### src/rtl/sprite_rom_arbiter_pkg.sv
`default_nettype none
// ============================================================================
// Module   : sprite_rom_arbiter_pkg
// Purpose  : Shared defaults and tag-pipeline record for the sprite ROM
//            arbiter and its round-robin sub-block.
// Revision : 1.0 - initial release
// ============================================================================
package sprite_rom_arbiter_pkg;

  localparam int SPR_NUM_REQ = 4;
  localparam int SPR_X_W     = 7;
  localparam int SPR_Y_W     = 5;
  localparam int SPR_COLOR_W = 12;
  localparam int SPR_ID_W    = 2;

  // One stage of the response tag pipeline that shadows the ROM latency.
  typedef struct packed {
    logic                valid;
    logic [SPR_ID_W-1:0] id;
  } tag_t;

endpackage
`default_nettype wire

### src/rtl/sprite_rom_arbiter_rr.sv
`default_nettype none
// ============================================================================
// Module   : rr_arbiter
// Purpose  : Combinational round-robin arbiter. Searches req starting at
//            rr_ptr, wrapping from NUM_REQ-1 to 0, and returns a one-hot
//            grant (all-zero when nothing is requested).
// Revision : 1.0 - initial release
// ============================================================================
module rr_arbiter
  import sprite_rom_arbiter_pkg::*;
#(
  parameter int NUM_REQ = SPR_NUM_REQ,
  parameter int ID_W    = SPR_ID_W
) (
  input  logic [NUM_REQ-1:0] req,
  input  logic [ID_W-1:0]    rr_ptr,
  output logic [NUM_REQ-1:0] gnt
);

  logic [NUM_REQ-1:0] w_rot_req;
  logic [NUM_REQ-1:0] w_rot_gnt;
  logic               w_found;

  // Rotate so that the pointer position becomes bit 0; a fixed lowest-first
  // priority on the rotated vector is then the round-robin search.
  assign w_rot_req = NUM_REQ'({req, req} >> rr_ptr);

  // Pick the lowest set bit of the rotated request vector.
  always_comb begin
    w_rot_gnt = '0;
    w_found   = 1'b0;
    for (int k = 0; k < NUM_REQ; k++) begin
      if (!w_found && w_rot_req[k]) begin
        w_rot_gnt[k] = 1'b1;
        w_found      = 1'b1;
      end
    end
  end

  // Rotate the grant back into requester numbering.
  assign gnt = NUM_REQ'({w_rot_gnt, w_rot_gnt} >> (32'(NUM_REQ) - 32'(rr_ptr)));

endmodule
`default_nettype wire

### src/rtl/sprite_rom_arbiter.sv
`default_nettype none
// ============================================================================
// Module   : sprite_rom_arbiter
// Purpose  : Shares one registered sprite ROM between NUM_REQ requesters.
//            Round-robin grant, ROM address mux, and a two-stage tag pipe
//            that tracks the ROM's two enabled-edge latency so each pixel is
//            returned with the index of the requester that asked for it.
// Revision : 1.0 - initial release
// ============================================================================
module sprite_rom_arbiter
  import sprite_rom_arbiter_pkg::*;
#(
  parameter int NUM_REQ = SPR_NUM_REQ,
  parameter int X_W     = SPR_X_W,
  parameter int Y_W     = SPR_Y_W,
  parameter int COLOR_W = SPR_COLOR_W,
  parameter int ID_W    = SPR_ID_W
) (
  input  logic                   clk,
  input  logic                   rst_n,
  input  logic                   frame_active,
  input  logic [NUM_REQ-1:0]     req,
  input  logic [NUM_REQ*X_W-1:0] req_x,
  input  logic [NUM_REQ*Y_W-1:0] req_y,
  output logic [NUM_REQ-1:0]     gnt,
  output logic                   rom_en,
  output logic [X_W-1:0]         rom_x,
  output logic [Y_W-1:0]         rom_y,
  input  logic [COLOR_W-1:0]     rom_color,
  output logic                   rsp_valid,
  output logic [ID_W-1:0]        rsp_id,
  output logic [COLOR_W-1:0]     rsp_color
);

  logic [NUM_REQ-1:0] w_req_live;
  logic [ID_W-1:0]    w_gnt_idx;
  logic [ID_W-1:0]    w_ptr_next;
  logic               w_accept;
  tag_t               w_s1_next;
  logic [ID_W-1:0]    r_rr_ptr;
  tag_t               r_s1;
  tag_t               r_s2;
  logic               r_s2_fresh;

  // No request can win while the frame is blanked or the block is in reset,
  // so masking here keeps gnt zero in both cases.
  assign w_req_live = (frame_active && rst_n) ? req : '0;

  rr_arbiter #(
    .NUM_REQ (NUM_REQ),
    .ID_W    (ID_W)
  ) u_rr_arbiter (
    .req    (w_req_live),
    .rr_ptr (r_rr_ptr),
    .gnt    (gnt)
  );

  assign rom_en = frame_active;

  // gnt is a subset of live requests, so any grant bit is an acceptance.
  assign w_accept = |gnt;

  // Encode the one-hot grant and steer the winner's coordinates to the ROM.
  always_comb begin
    w_gnt_idx = '0;
    rom_x     = '0;
    rom_y     = '0;
    for (int i = 0; i < NUM_REQ; i++) begin
      if (gnt[i]) begin
        w_gnt_idx = ID_W'(i);
        rom_x     = req_x[i*X_W +: X_W];
        rom_y     = req_y[i*Y_W +: Y_W];
      end
    end
  end

  assign w_ptr_next = (w_gnt_idx == ID_W'(NUM_REQ - 1)) ? '0 : w_gnt_idx + ID_W'(1);
  assign w_s1_next  = '{valid: w_accept, id: SPR_ID_W'(w_gnt_idx)};

  // Round-robin pointer moves past the winner on each acceptance.
  always_ff @(posedge clk or negedge rst_n) begin
    if (!rst_n) begin
      r_rr_ptr <= '0;
    end else if (w_accept) begin
      r_rr_ptr <= w_ptr_next;
    end
  end

  // Tag pipe advances in lockstep with the ROM registers (enabled edges only);
  // r_s2_fresh marks the cycle right after stage 2 was reloaded so a held
  // tag is reported once, never repeated across blanked cycles.
  always_ff @(posedge clk or negedge rst_n) begin
    if (!rst_n) begin
      r_s1       <= '0;
      r_s2       <= '0;
      r_s2_fresh <= 1'b0;
    end else begin
      r_s2_fresh <= frame_active;
      if (frame_active) begin
        r_s1 <= w_s1_next;
        r_s2 <= r_s1;
      end
    end
  end

  assign rsp_valid = r_s2.valid & r_s2_fresh;
  assign rsp_id    = ID_W'(r_s2.id);
  assign rsp_color = rom_color;

endmodule
`default_nettype wire

### config.mk
export PLATFORM = sky130hd
export DESIGN_NAME = sprite_rom_arbiter
export DESIGN_NICKNAME = d
export VERILOG_FILES = /design/src/rtl/sprite_rom_arbiter_pkg.sv /design/src/rtl/sprite_rom_arbiter_rr.sv /design/src/rtl/sprite_rom_arbiter.sv
export SDC_FILE = /design/constraint.sdc
export NUM_CORES = 1
export LEC_CHECK = 0
export CAP_MARGIN = 0
export CORE_MARGIN = 2
export CORE_UTILIZATION = 39
export CTS_CLUSTER_DIAMETER = 30
export DETAILED_ROUTE_END_ITERATION = 16
export GPL_ROUTABILITY_DRIVEN = 1
export PLACE_DENSITY = 0.93
export SLEW_MARGIN = 30
export SYNTH_ARGS = -nofsm -noshare
export SYNTH_HDL_FRONTEND = slang
export SYNTH_SLANG_ARGS = --single-unit
### constraint.sdc
create_clock -name clk -period 5.25 [get_ports clk]
set_input_delay 0.7875 -clock clk [delete_from_list [all_inputs] [get_ports clk]]
set_output_delay 0.7875 -clock clk [all_outputs]
set_load 0.1 [all_outputs]
==> results.md <==
- Outcome: finished clean
- Final nets: 341
- Num CTS Buffers: 3
- First-pass GRT wire length: 8.06 mm
- CP peak stage delay: about 0.59 ns
- Ports: between 90 and 100
- Bufs and invs on worst path: 3
- Antenna violations before repair: 0
- Vias in the first global route: 1717
- Power per cell area: 558 nW/µm²
- Die width: 65.7 µm
- Crit path capture type: primary output
- Tmin final: 4.36 ns
- Antenna Nets Post-Route: 0
- Die H: between 60 and 70 µm
- Reported max-cap violation count: 0
- WL final: 5.06 mm
- Filler cells: 326
- Syn_area_per_cell: a little under 7 µm²
- Sum Neg Setup Slack: 0 ns
- Slew @ Worst Pin: between 0.9 and 1 ns
- Port bufs: 74
- Crit-path max FO: 16
- GPL Wtd Cong: 0.814
- Setup CP Type: input port to primary output
- Placement Cell Area: 2280 µm²
- Slew Viols, Final: 0
- Vias per cell: 5.82
- Worst path required time: 4.46 ns
- Achievable Freq: 230 MHz
- Class of the tightest hold or removal check: flip-flop to flip-flop
- Post-Place Cells: 316
- # setup viols final: 0
- Hold Fails Final Rpt: 0
- GRT Total Usage: 0.233
- Syn nets: 288
- Drt pass-1 iters: 4
- ANT cells: 0
- Area delta synth->final: 56.5%
- Row cnt: 22
- Worst setup SP type: input port
- Worst rel slew slack: 0.354
- Core area: 3660 µm²
- CP max stage cell: and2_0
- Clk root buf: clkbuf_8
- CP delay by family, top: compound AO/OA/AOI/OAI gates
- Post-CTS sizing: 0
- WL/cell: 15.8 µm
- Synth cell types: 38
- # hold bufs at CTS: 0
- Largest net degree at the start of global routing: 31
- Gate Count Post-Synth: 220
- H-tree levels: 1
- Sequential area share after synthesis: 0.152
- First DRT Iteration DRCs: 215
- Drc violations: 0
- Post-route insts no fill: 320
- Clk_lat worst skew: between 0.2 and 0.25 ns
- Fin crit share: 0.830
- Setup WS post-layout: 0.893 ns
- Place WS: 0.996 ns
- Clock Sink Count: 9
- Clock skew: 0.00310 ns
- Layout cells sized above 1: 0.143
- RSZ-0062 raised after global routing: no
- Clock Pin Slew Worst Setup and Hold Paths: 0.04 ns
- CTS max path bufs: 2
- Setup bufs post-CTS: 0
- Via count: 1862
- Synth Warn #: 0
- Die area: 4320 µm²
- Detailed Place HPWL: 3.83 mm
- CTS tree: yes
- Final Cell Area: 2330 µm²
- Initial Util: 0.406
- Synth Register Bits: 9
- Syn Std Cell Area: 1490 µm²
- Overflow after GRT: 0
- VDD IR-drop max: between 300 and 400 µV
- Leakage: between 0.9 and 1 nW
- Critical path cell sequence: clkdlybuf4s50_1 > buf_4 > and2_0 > nand2_1 > a21oi_2 > o21ai_0 > a32oi_1 > buf_12
- Crit path arrival time: 3.57 ns
final timing paths:
kind	from	end	slack, ns	depth (start not counted)
min in group asynchronous	rst_n	r_s1[0]$_DFFE_PN0P_	0.89	2
setup / recovery	rst_n	rom_y[3]	0.89	8
hold / removal	r_s1[1]$_DFFE_PN0P_	r_s1[1]$_DFFE_PN0P_	0.49	1
hold reg to reg	r_s1[1]$_DFFE_PN0P_	r_s1[1]$_DFFE_PN0P_	0.49	1
max in group asynchronous	rst_n	rsp_id[0]$_DFFE_PN0P_	4.22	2
setup reg to reg	r_rr_ptr[0]$_DFFE_PN0P_	r_rr_ptr[1]$_DFFE_PN0P_	2.50	8
layer usage:
layer  track usage  up-vias  routed length [µm]  part of all wire
li1              -      889                   -                 -
met1         0.309      865                2020              0.40
met2         0.395      100                2600              0.51
met3        0.0394        8                 380             0.075
met4        0.0521        0                  68             0.013
met5             0        -                   0                 0
metrics by stage:
| stage | util | power, mW | hold WS, ns |
|---|---|---|---|
| final | 0.635 | 1.30 | 0.495 |
| after detailed placement | 0.623 | 1.22 | 0.484 |
| after global routing | 0.635 | 1.36 | 0.510 |
| after CTS | 0.635 | 1.30 | 0.492 |
| after global placement | 0.623 | 1.19 | 0.467 |
| after floorplan | - | 0.921 | 0.453 |
Yosys cell counts, drive strengths merged:
| cell type | instances | share of area |
|---|---|---|
| nand4bb | 1 | 0.0076 |
| or2 | 2 | 0.0084 |
| nand2 | 28 | 0.071 |
| dfrtp | 9 | 0.15 |
| o31a | 1 | 0.0059 |
| a211o | 1 | 0.0059 |
| mux2 | 4 | 0.030 |
| and3b | 1 | 0.0084 |
| nand4 | 1 | 0.0042 |
| buf | 22 | 0.099 |
| o211ai | 2 | 0.023 |
| o21ai | 29 | 0.10 |
| o2111ai | 1 | 0.010 |
| o41a | 1 | 0.0076 |
| a31oi | 1 | 0.0042 |
| a32oi | 13 | 0.077 |
| nor2 | 4 | 0.010 |
| nor3b | 1 | 0.0084 |
| ha | 1 | 0.0084 |
| nand2b | 12 | 0.051 |
| a22oi | 1 | 0.0051 |
| inv | 21 | 0.053 |
| a221oi | 12 | 0.071 |
| clkbuf | 10 | 0.026 |
| a21oi | 32 | 0.11 |
| and2 | 3 | 0.013 |
| nand3 | 2 | 0.0067 |
| nor2b | 2 | 0.0084 |
| and3 | 1 | 0.0042 |
| nor4bb | 1 | 0.0067 |
flip-flops by register name (all words and copies together) (netlist names):
signal,cells
r_s2,1
r_s2_fresh,1
r_s1,3
rsp_id,2
r_rr_ptr,2
cell type report:
type	instances	area [µm²]	area share
Multi-Input combinational cell	158	996	0.428
Clock buffer	4	45.0	0.0194
Tap cell	48	60.1	0.0258
Inverter	21	78.8	0.0339
Sequential cell	9	225	0.0968
Timing Repair Buffer	80	921	0.396
power breakdown:
part / total [mW] / switching, mW / internal [mW]
combinational: 1.10 / 0.733 / 0.362
sequential: 0.126 / 0.0281 / 0.0974
clock: 0.0760 / 0.0234 / 0.0526
total: 1.30 / 0.785 / 0.512
layout by cell type (no fill, tap or decap), types with 2 or more instances in the layout:
master,n
clkdlybuf4s50_1,58
a21oi_1,30
nand2_1,28
o21ai_0,26
inv_1,21
buf_12,14
a32oi_1,13
nand2b_1,12
a221oi_1,12
dfrtp_1,9
buf_4,8
nor2_1,4
mux2_2,4
clkbuf_8,3
nor2b_1,2
o21ai_2,2
nand3_1,2
a21oi_2,2
and2_1,2
cell families (layout without fill, tap and decap cells):
family | Yosys count | in the layout | share of synthesized area
fa+ha+maj | 1 | 1 | 0.00842
buf+inv | 53 | 105 | 0.178
flops | 9 | 9 | 0.152
mux | 4 | 4 | 0.0303
compound gates | 94 | 94 | 0.424
simple gates | 59 | 59 | 0.207
Power figures use the tool's default switching activity.
==> RTL edit: new RTL, same flow settings <==
`SPR_Y_W`: 5 -> 10.
--- a/src/rtl/sprite_rom_arbiter_pkg.sv
+++ b/src/rtl/sprite_rom_arbiter_pkg.sv
@@ -10,5 +10,5 @@
   localparam int SPR_NUM_REQ = 4;
   localparam int SPR_X_W     = 7;
-  localparam int SPR_Y_W     = 5;
+  localparam int SPR_Y_W     = 10;
   localparam int SPR_COLOR_W = 12;
   localparam int SPR_ID_W    = 2;
Ports: changed (resized req_y and rom_y); port bits go from 99 to 124. The function was not compared with the original's and may differ.
==> RTL edit against the original RTL <==
Setup slack got worse by 190 ps. First-iteration DRC count increased by 6.0%. Sequential share of layout area fell by 2.0 points. Synthesized area rose by 23%. Power rose by 26%. Cell area increased by 27%. Core utilization rose by 2.9 points. Sequential cell count unchanged. Wire length increased by 44%.
==> RTL edit: results (changes against the original RTL) <==
P_leak=1.15 nW (+26%); r2r setup slk=2140 ps (-360 ps); fillcell total=381 (+17%); Internal Dissipation=619 uW (+21%); fin nets=441 (+29%); outcome=complete, no violations; share of layout cells above drive strength 1=13.9% (-0.42 points); synth top area cells=dfrtp_1 12%, a21oi_1 9.8%, o21ai_0 9.0%; CP Launch Type=register; Post-Route WL=7.28 mm (+44%); Mapped Nets=368 (+28%); dpl hpwl=5.16 mm (+35%); Crit-path slowest cell=a21oi_2; Fin Hold WS=504 ps (+9.60 ps); synth cell count leaders=39 x nand2_1, 36 x a21oi_1, 33 x o21ai_0; CP Data Arrival Time=3760 ps (+190 ps); GP Congestion=0.863 (+6.0%); Seq/Total Area, Yosys=12.3% (-2.9 points); reg2reg start=r_rr_ptr[1]; Max IR drop VDD=0.365 mV (+8.0%); DRT Pass-1 Iters=5 (+1); Resized Gates After CTS=0 (unchanged); Post-DP Area=2900 um2 (+27%); CP peak stage delay=750 ps (+160 ps); critical path peak fanout=40 (+24); worst slack at placement=903 ps (-92.7 ps); Worst Max-Slew Pin Slew=967 ps (+1.02 ps); total track usage=26.7% (+3.3 points); DR iter-0 viols=228 (+6.0%); post-synth cell types=41 (+7.9%); Setup WS post-layout=700 ps (-194 ps); vias in the first global route=2553 (+49%); first-pass GRT wire length=11.7 mm (+45%); Buffers on Ports=99 (+34%); vias per cell=6.24 (+7.2%); clock latency on the worst-skew pair=220 ps
-- RTL edit: cell count changes in the layout (fill, tap and decap cells not counted), moves of 6 or more --
cell             unedited run  this run
a21oi_1                    30        36
nand2_1                    28        39
clkdlybuf4s50_1            58        78
o21ai_0                    26        33
-- RTL edit: how the worst min path moves through the flow --
stage / from / to / cells past startpoint
after floorplan: r_s1[1] / r_s1[1] / 1
after global placement: r_s1[1] / r_s1[1] / 1
after detailed placement: rsp_id[1] / rsp_id[1] / 1
after CTS: rsp_id[1] / rsp_id[1] / 1
after global routing: r_s1[1] / r_s1[1] / 1
final: rsp_id[1] / rsp_id[1] / 1
-- RTL edit: cell families after synthesis --
logic type	count (synthesis)	share of synthesized area, %
buffers and inverters	64	18.1
flip-flops	9	12.3
adder cells (fa/ha/maj)	1	0.682
multiplexers	4	2.46
AND/OR/NAND/NOR	78	21.6
AO/OA/AOI/OAI	124	44.9
-- RTL edit: cell type report --
| class | count | area share (%) |
|---|---|---|
| clock inverter | 1 | 0.170 |
| sequential | 9 | 7.63 |
| clock buffer | 3 | 1.40 |
| inverter | 26 | 3.31 |
| timing repair buffer | 106 | 41.6 |
| multi-input combinational | 207 | 43.6 |
| tap | 52 | 2.21 |
-- RTL edit: metal layers --
| layer | routed length (um) | GRT usage, % |
|---|---|---|
| met1 | 2840 | 33.6 |
| met2 | 3690 | 46.1 |
| met3 | 543 | 2.49 |
| met4 | 208 | 11.7 |
| met5 | 0 | 0 |
-- RTL edit: metrics by stage --
step                      utilization, %  cells
after CTS                           66.4    404
after global placement              65.3    400
after global routing                66.4    404
final                               66.4    404
after floorplan                        -    280
after detailed placement            65.3    400
-- RTL edit: power groups by stage --
stage | Clock, mW | Sequential, mW | Combinational (mW)
floorplan | 0 | 0.115 | 1.03
global placement | 0 | 0.120 | 1.40
detailed placement | 0 | 0.123 | 1.42
CTS | 0.0806 | 0.122 | 1.43
global route | 0.0840 | 0.126 | 1.51
finish | 0.0774 | 0.122 | 1.44
